File: src/rtl/free_list.sv
// Physical register free list for a register-renaming pipeline.
// A circular buffer of DEPTH physical register indices with a speculative
// allocation head, an architectural (retired) head used for mispredict
// recovery, and a tail where retire returns displaced registers.
//
// Ports:
//   clk            clock, all state updates on posedge
//   reset          asynchronous active-high reset
//   alloc_req      rename requests one free physical register
//   alloc_pr       physical register at the head (combinational read)
//   alloc_valid    list non-empty, alloc_pr is meaningful
//   free_enable    retire returns a displaced physical register
//   free_pr        physical register being returned (PR 0 is never freed)
//   retire_enable  retiring instruction had allocated; advances retired head
//   restore_enable mispredict recovery; head rolls back to retired head
//   free_count     registered number of entries available to allocate
//   error          sticky protocol-violation flag (overflow / retire overrun)
module free_list #(
  parameter int unsigned PHYS_REG_SZ = 64,
  parameter int unsigned ARCH_REG_SZ = 32,
  localparam int unsigned DEPTH = PHYS_REG_SZ - ARCH_REG_SZ,
  localparam int unsigned PW    = $clog2(PHYS_REG_SZ),
  localparam int unsigned CW    = $clog2(DEPTH + 1)
) (
  input  logic          clk,
  input  logic          reset,
  input  logic          alloc_req,
  output logic [PW-1:0] alloc_pr,
  output logic          alloc_valid,
  input  logic          free_enable,
  input  logic [PW-1:0] free_pr,
  input  logic          retire_enable,
  input  logic          restore_enable,
  output logic [CW-1:0] free_count,
  output logic          error
);

  // Index width; pointers carry one extra wrap bit on top.
  localparam int unsigned IW = (DEPTH > 1) ? $clog2(DEPTH) : 1;

  logic [PW-1:0] mem [DEPTH];
  logic [IW:0]   head;
  logic [IW:0]   retired_head;
  logic [IW:0]   tail;

  logic [IW:0]   head_n;
  logic [IW:0]   retired_head_n;
  logic [IW:0]   tail_n;
  logic [CW-1:0] count_n;
  logic          full;
  logic          grant;
  logic          free_ok;
  logic          free_ovf;
  logic          retire_ok;
  logic          retire_bad;

  // Advance a pointer, wrapping DEPTH-1 -> 0 and toggling the wrap bit.
  function automatic logic [IW:0] ptr_inc(input logic [IW:0] p);
    if (p[IW-1:0] == IW'(DEPTH - 1)) begin
      return {~p[IW], IW'(0)};
    end
    return {p[IW], p[IW-1:0] + IW'(1)};
  endfunction

  // Occupancy tail - head modulo 2*DEPTH, using the wrap bits.
  function automatic logic [CW-1:0] ptr_diff(input logic [IW:0] t, input logic [IW:0] h);
    if (t[IW] == h[IW]) begin
      return CW'(t[IW-1:0]) - CW'(h[IW-1:0]);
    end
    return CW'(DEPTH) - CW'(h[IW-1:0]) + CW'(t[IW-1:0]);
  endfunction

  assign alloc_pr    = mem[head[IW-1:0]];
  assign alloc_valid = (free_count != '0);

  // Next-state pointer and flag logic.
  always_comb begin
    full           = (free_count == CW'(DEPTH));
    grant          = alloc_req && alloc_valid && !restore_enable;
    // Fullness is judged before any same-cycle grant; a grant never makes room.
    free_ok        = free_enable && (free_pr != '0) && !full;
    free_ovf       = free_enable && (free_pr != '0) && full;
    retire_ok      = retire_enable && (retired_head != head);
    retire_bad     = retire_enable && (retired_head == head);

    retired_head_n = retired_head;
    head_n         = head;
    tail_n         = tail;

    if (retire_ok) begin
      retired_head_n = ptr_inc(retired_head);
    end
    // Restore lands on the retired head including any same-cycle retire.
    if (restore_enable) begin
      head_n = retired_head_n;
    end else if (grant) begin
      head_n = ptr_inc(head);
    end
    if (free_ok) begin
      tail_n = ptr_inc(tail);
    end
    count_n = ptr_diff(tail_n, head_n);
  end

  // State registers; reset preloads the list with the non-architectural PRs.
  always_ff @(posedge clk or posedge reset) begin
    if (reset) begin
      for (int i = 0; i < int'(DEPTH); i++) begin
        mem[i] <= PW'(ARCH_REG_SZ + 32'(i));
      end
      head         <= '0;
      retired_head <= '0;
      tail         <= {1'b1, IW'(0)};
      free_count   <= CW'(DEPTH);
      error        <= 1'b0;
    end else begin
      if (free_ok) begin
        mem[tail[IW-1:0]] <= free_pr;
      end
      head         <= head_n;
      retired_head <= retired_head_n;
      tail         <= tail_n;
      free_count   <= count_n;
      error        <= error | free_ovf | retire_bad;
    end
  end

endmodule
File: config.mk
export PLATFORM = sky130hd
export DESIGN_NAME = free_list
export DESIGN_NICKNAME = d
export VERILOG_FILES = /design/src/rtl/free_list.sv
export SDC_FILE = /design/constraint.sdc
export NUM_CORES = 1
export LEC_CHECK = 0
export CAP_MARGIN = 20
export CORE_ASPECT_RATIO = 0.6
export CORE_MARGIN = 5
export CORE_UTILIZATION = 35
export CTS_CLUSTER_DIAMETER = 40
export DETAILED_ROUTE_END_ITERATION = 12
export GPL_ROUTABILITY_DRIVEN = 0
export SLEW_MARGIN = 10
export SYNTH_ARGS = -nofsm -noshare
export SYNTH_HDL_FRONTEND = slang
export SYNTH_SLANG_ARGS = --single-unit
File: constraint.sdc
create_clock -name clk -period 7.48 [get_ports clk]
set_input_delay 1.496 -clock clk [delete_from_list [all_inputs] [get_ports clk]]
set_output_delay 1.496 -clock clk [all_outputs]
set_load 0.005 [all_outputs]
== Word level (Yosys, flattened, before mapping) ==
Cells that the tools add are included.

* Word-level logic and storage cells: 98
* Bits in registers: 217
* Output and inout bits: 14
* Input bits: 12
* Latch bits: 0
* Memories: 0
* RAM bits: 0
* Bits in read-only memories: 0

* Multiplexer cells: 26
* Divide/modulo/power cells: 0
* Shifts and indexed selects: 0
* Multipliers: 0
* Reduce and logical (&&, ||, !) cells: 12
* Equality and inequality tests: 7
* Add/sub/neg operators: 6
* Magnitude comparators: 3
* Bitwise logic cells: 7

{| class="wikitable"
|+ Operators by type and width
! kind !! count
|-
| 192-bit bitwise mux || 1
|-
| 6-bit two-way mux || 15
|-
| 6-bit binary-select mux with 5-bit select || 1
|-
| 6-bit demux with 5-bit select || 1
|-
| 5-bit by 1-bit adder with 5-bit output (second input constant) || 3
|-
| 5-bit == test (second input constant) || 3
|-
| 6-bit >= comparator (second input constant) || 2
|-
| 5-bit NOT with 6-bit output || 2
|-
| 6-bit nonzero test || 2
|-
| 1-bit logical AND || 8
|-
| 1-bit two-way mux || 8
|-
| 6-bit by 5-bit adder with 6-bit output || 1
|-
| 6-bit == test || 1
|-
| 6-bit == test (second input constant) || 1
|-
| 6-bit by 1-bit less-than comparator with 1-bit output (second input constant) || 1
|-
| 6-bit != test || 1
|-
| 5-bit by 5-bit subtractor with 6-bit output || 1
|-
| 6-bit by 5-bit subtractor with 6-bit output (first input constant) || 1
|-
| 1-bit NOT || 3
|-
| 1-bit logical NOT || 2
|-
| 1-bit OR || 2
|-
| 1-bit == test || 1
|}

== Logic depth before layout (Yosys ltp) ==
* Depth after elaboration: 11
* Depth in mapped cells: 14
* Mapped depth without buffers: 14

== Worst setup path before layout ==
Ideal clock, no wire load.

* Kind: register to output
* Start: reg head[1]
* End: out alloc_pr[5]
* Slack: 3994 ps
* Cell stages (with the launch flop): 7
* Arrival: 1990 ps
* Cells stage by stage: dfrtp_1 > buf_2 > buf_2 > buf_2 > mux4_2 > mux4_2 > mux2_2

* Cells in the longest elaborated chain, start to end: 4

{| class="wikitable"
|+ RTL lines
! item !! line !! RTL
|-
| start, declared || 42 || <nowiki>logic [IW:0] head;</nowiki>
|-
| start signal, assigned || 120 || <nowiki>head <= head_n;</nowiki>
|-
| 5-bit NOT with 6-bit output (implied by the code) || 73 || <nowiki>assign alloc_pr = mem[head[IW-1:0]];</nowiki>
|-
| 6-bit binary-select mux with 5-bit select || 73 ||
|-
| 6-bit two-way mux (implied by the code) (2 in a row) || 73 ||
|-
| end, declared || 28 || <nowiki>output logic [PW-1:0] alloc_pr,</nowiki>
|}

Every way passes these cells. The select of a mux whose other input is x is not followed.

== Final worst setup path ==
* Start: reg head[0]
* End: out alloc_pr[1]

The elaborated chain is that of the path after synthesis.

==> impl_metrics.csv <==
group,metric,value,unit
run_status,status,"finished clean",
finish,final_util,0.411,
pwr,powerDensity,428,mW/mm2
timing,setup-tns-final,0,ns
clocking,clk_pin_slew,0.06,ns
worst_setup_path,worstSetupEndpointType,"output port",
pwr,cellLeakagePower,4.81,nW
worst_setup_path,slowest_stage,"dfrtp_4",
pwr,peakVddDrop,0.000169,V
min_path,hold_path_class,"reg2reg",
worst_setup_path,crit_chain,"buf_4 -> mux4_2 -> mux4_2 -> mux2_2 -> clkdlybuf4s50_1",
drt,drc,0,
finish,diodes,0,
logic_synthesis,syn_inst,689,
worst_setup_path,worst_ep_arrival_time,3.80,ns
logic_synthesis,async_reset_ff_frac,1.00,
finish,fillers,2626,
worst_setup_path,cpMostUsedCell,"mux4_2",
logic_synthesis,ys_top_cells_by_area,"dfstp_2 29%, dfrtp_1 25%, mux2_2 22%",
clocking,cts_htree_levels,1,
worst_setup_path,worstSetupStartpointType,"register",
placed_design,hpwlAfterDp,15800,um
timing,maxSlewViolCount,0,
clocking,cts_tree,"done",
placed_design,port_buffers,25,
drt,drt_iter0_markers,472,
floorplanning,io_pins,26,
grt,grt_overflow_total,0,
logic_synthesis,seq_area_frac_synth,0.535,
floorplanning,dieArea,0.0334,mm2
logic_synthesis,yosysMostFrequentCell,"mux2_2",
floorplanning,core,0.0290,mm2
worst_setup_path,crit_fanout,39,
grt,grt_usage,0.151,
finish,final_cells,1130,
logic_synthesis,syn_area,0.0104,mm2
logic_synthesis,ys_top_cells_by_count,"202 x mux2_2, 114 x dfstp_2, 103 x dfrtp_1, 60 x mux4_2, 46 x nor2_1",
clocking,cts_sinks,217,
timing,clock_skew,0.0125,ns
finish,fin_nets,739,
logic_synthesis,synth_ff_type,"dfstp_2",
grt,antenna_found_initial,1,
timing,tightest_slew,0.883,ns
placed_design,dp.cells,1084,
finish,drive_above_1_share,0.592,
drt,firstDrtPassIters,5,
clocking,clk_path_buf_depth,3,
clocking,cts_made_buffers,24,
grt,grt_pass1_vias,6182,
floorplanning,start_util,0.359,
timing,finalWorstPathRequiredPeriod,5.29,ns
floorplanning,dieWidth,233,um
logic_synthesis,yosys_warnings,0,
finish,area_growth_syn_to_layout,14.5,%
logic_synthesis,synth.distinct_cells,39,
drt,final_antenna_net_count,0,
worst_setup_path,cp.buffers_inverters,2,
drt,viasPerCell,5.18,
clocking,clock_latency,0.52,ns
logic_synthesis,avgSynthCellArea,15.1,um2
logic_synthesis,syn_nets,716,
clocking,post_cts.repair.setup_buffers,0,
drt,wl_per_cell,21.6,um
floorplanning,num_rows,48,
drt,drt_wl_total,24400,um
logic_synthesis,yosys.area.top_type,"dfstp_2",
timing,slew_headroom,0.411,
logic_synthesis,yosys.area.top_type_share,0.288,
timing,setup_violations,0,
logic_synthesis,synth-edff-count,0,
timing,hold_viol_final,0,
clocking,cts_root_buf,"clkbuf_16",
floorplanning,die_h,144,um
worst_setup_path,crit_family,"multiplexers",
worst_setup_path,path_class,"reg2out",
job,max-cap-violations,0,
worst_setup_path,cp.required,5.98,ns
grt,grt_max_degree,105,
clocking,cts_hold_buf,0,
clocking,cts_resized,0,
grt,grt_pass1_wl,38800,um
logic_synthesis,ys_ff_latch,217,
timing,fmax,0.189,GHz
worst_setup_path,slowest_delay,0.96,ns
timing,rsz0062_at_grt,"false",
drt,routed-via-count,5854,
timing,timing.final.crit_share,0.708,
## layout make-up
cell class                 instances  area (um2)  area share
sequential                       217        5580       0.468
multi-input combinational        426        4640       0.389
clock buffer                      35         723      0.0607
tap                              400         500      0.0420
timing repair buffer              36         360      0.0302
clock inverter                     9        92.6     0.00776
inverter                           7        33.8     0.00283
## cells in the final DEF (no fill, tap or decap), drive strengths merged, types with 3 or more instances in the layout
master,instances
mux2,202
dfstp,114
dfrtp,103
mux4,60
nor2,46
clkbuf,35
clkdlybuf4s50,25
nand2,20
ha,14
o21ai,13
buf,11
xnor2,10
inv,10
a21oi,9
nand3,8
nand3b,4
nor4,3
and3,3
a31oi,3
a21o,3
clkinv,3
## worst reg2reg max path: stages (launching register included)
cell and delay [ns]:
dfrtp_1 0.91, xnor2_1 0.21, nand2_1 0.15, o31ai_4 0.44, mux2_2 0.41, nand2_1 0.08, o21a_1 0.21, ha_1 0.24
nor2b_1 0.14, nor3_1 0.18, o21bai_1 0.10, a21oi_1 0.20, xnor2_1 0.16, xnor2_1 0.13
## final timing paths
path | start | slack (ns) | depth (start not counted) | to
max | head[0] | 2.19 | 5 | alloc_pr[1]
min reg2reg | error | 0.48 | 1 | error
min in group asynchronous | reset | 1.52 | 2 | mem[133]
max reg2reg | head[4] | 3.84 | 13 | free_count[5]
max in group asynchronous | reset | 4.60 | 3 | mem[51]
min | error | 0.48 | 1 | error
## per-layer routing
metal | track usage | vias to the layer above | routed length [um]
met1 | 0.248 | 3099 | 13300
met5 | 0 | - | 0
li1 | - | 2619 | -
met3 | 0.0344 | 31 | 1140
met4 | 0.0273 | 0 | 352
met2 | 0.201 | 105 | 9620
## kinds of logic after synthesis
| group | share of synthesized area |
|---|---|
| adder cells (fa/ha/maj) | 0.0187 |
| XOR/XNOR | 0.0101 |
| AND/OR/NAND/NOR | 0.0439 |
| flip-flops | 0.535 |
| buffers and inverters | 0.0196 |
| multiplexers | 0.350 |
| AO/OA/AOI/OAI | 0.0224 |
## stage by stage
step,hold WS [ns],worst slack (ns),total power [W],area [um2]
6_report,0.479,2.19,0.00510,11900
5_1_grt,0.515,1.94,0.00541,11900
4_1_cts,0.494,2.06,0.00514,11900
3_5_place_dp,0.480,2.44,0.00390,11100
3_3_place_gp,0.465,2.49,0.00386,11100
2_1_floorplan,0.461,0.237,0.00333,10400
## power by group
part           internal [W]  switching [W]
Combinational       0.00102       0.000694
Clock              0.000712       0.000496
Sequential          0.00180       0.000383
## flip-flops by register name, indices dropped and copies added, names as in the netlist
register	cells
retired_head	6
error	1
mem	192
tail	6
free_count	6
head	6
No activity file was read; power rests on OpenSTA's default activity.
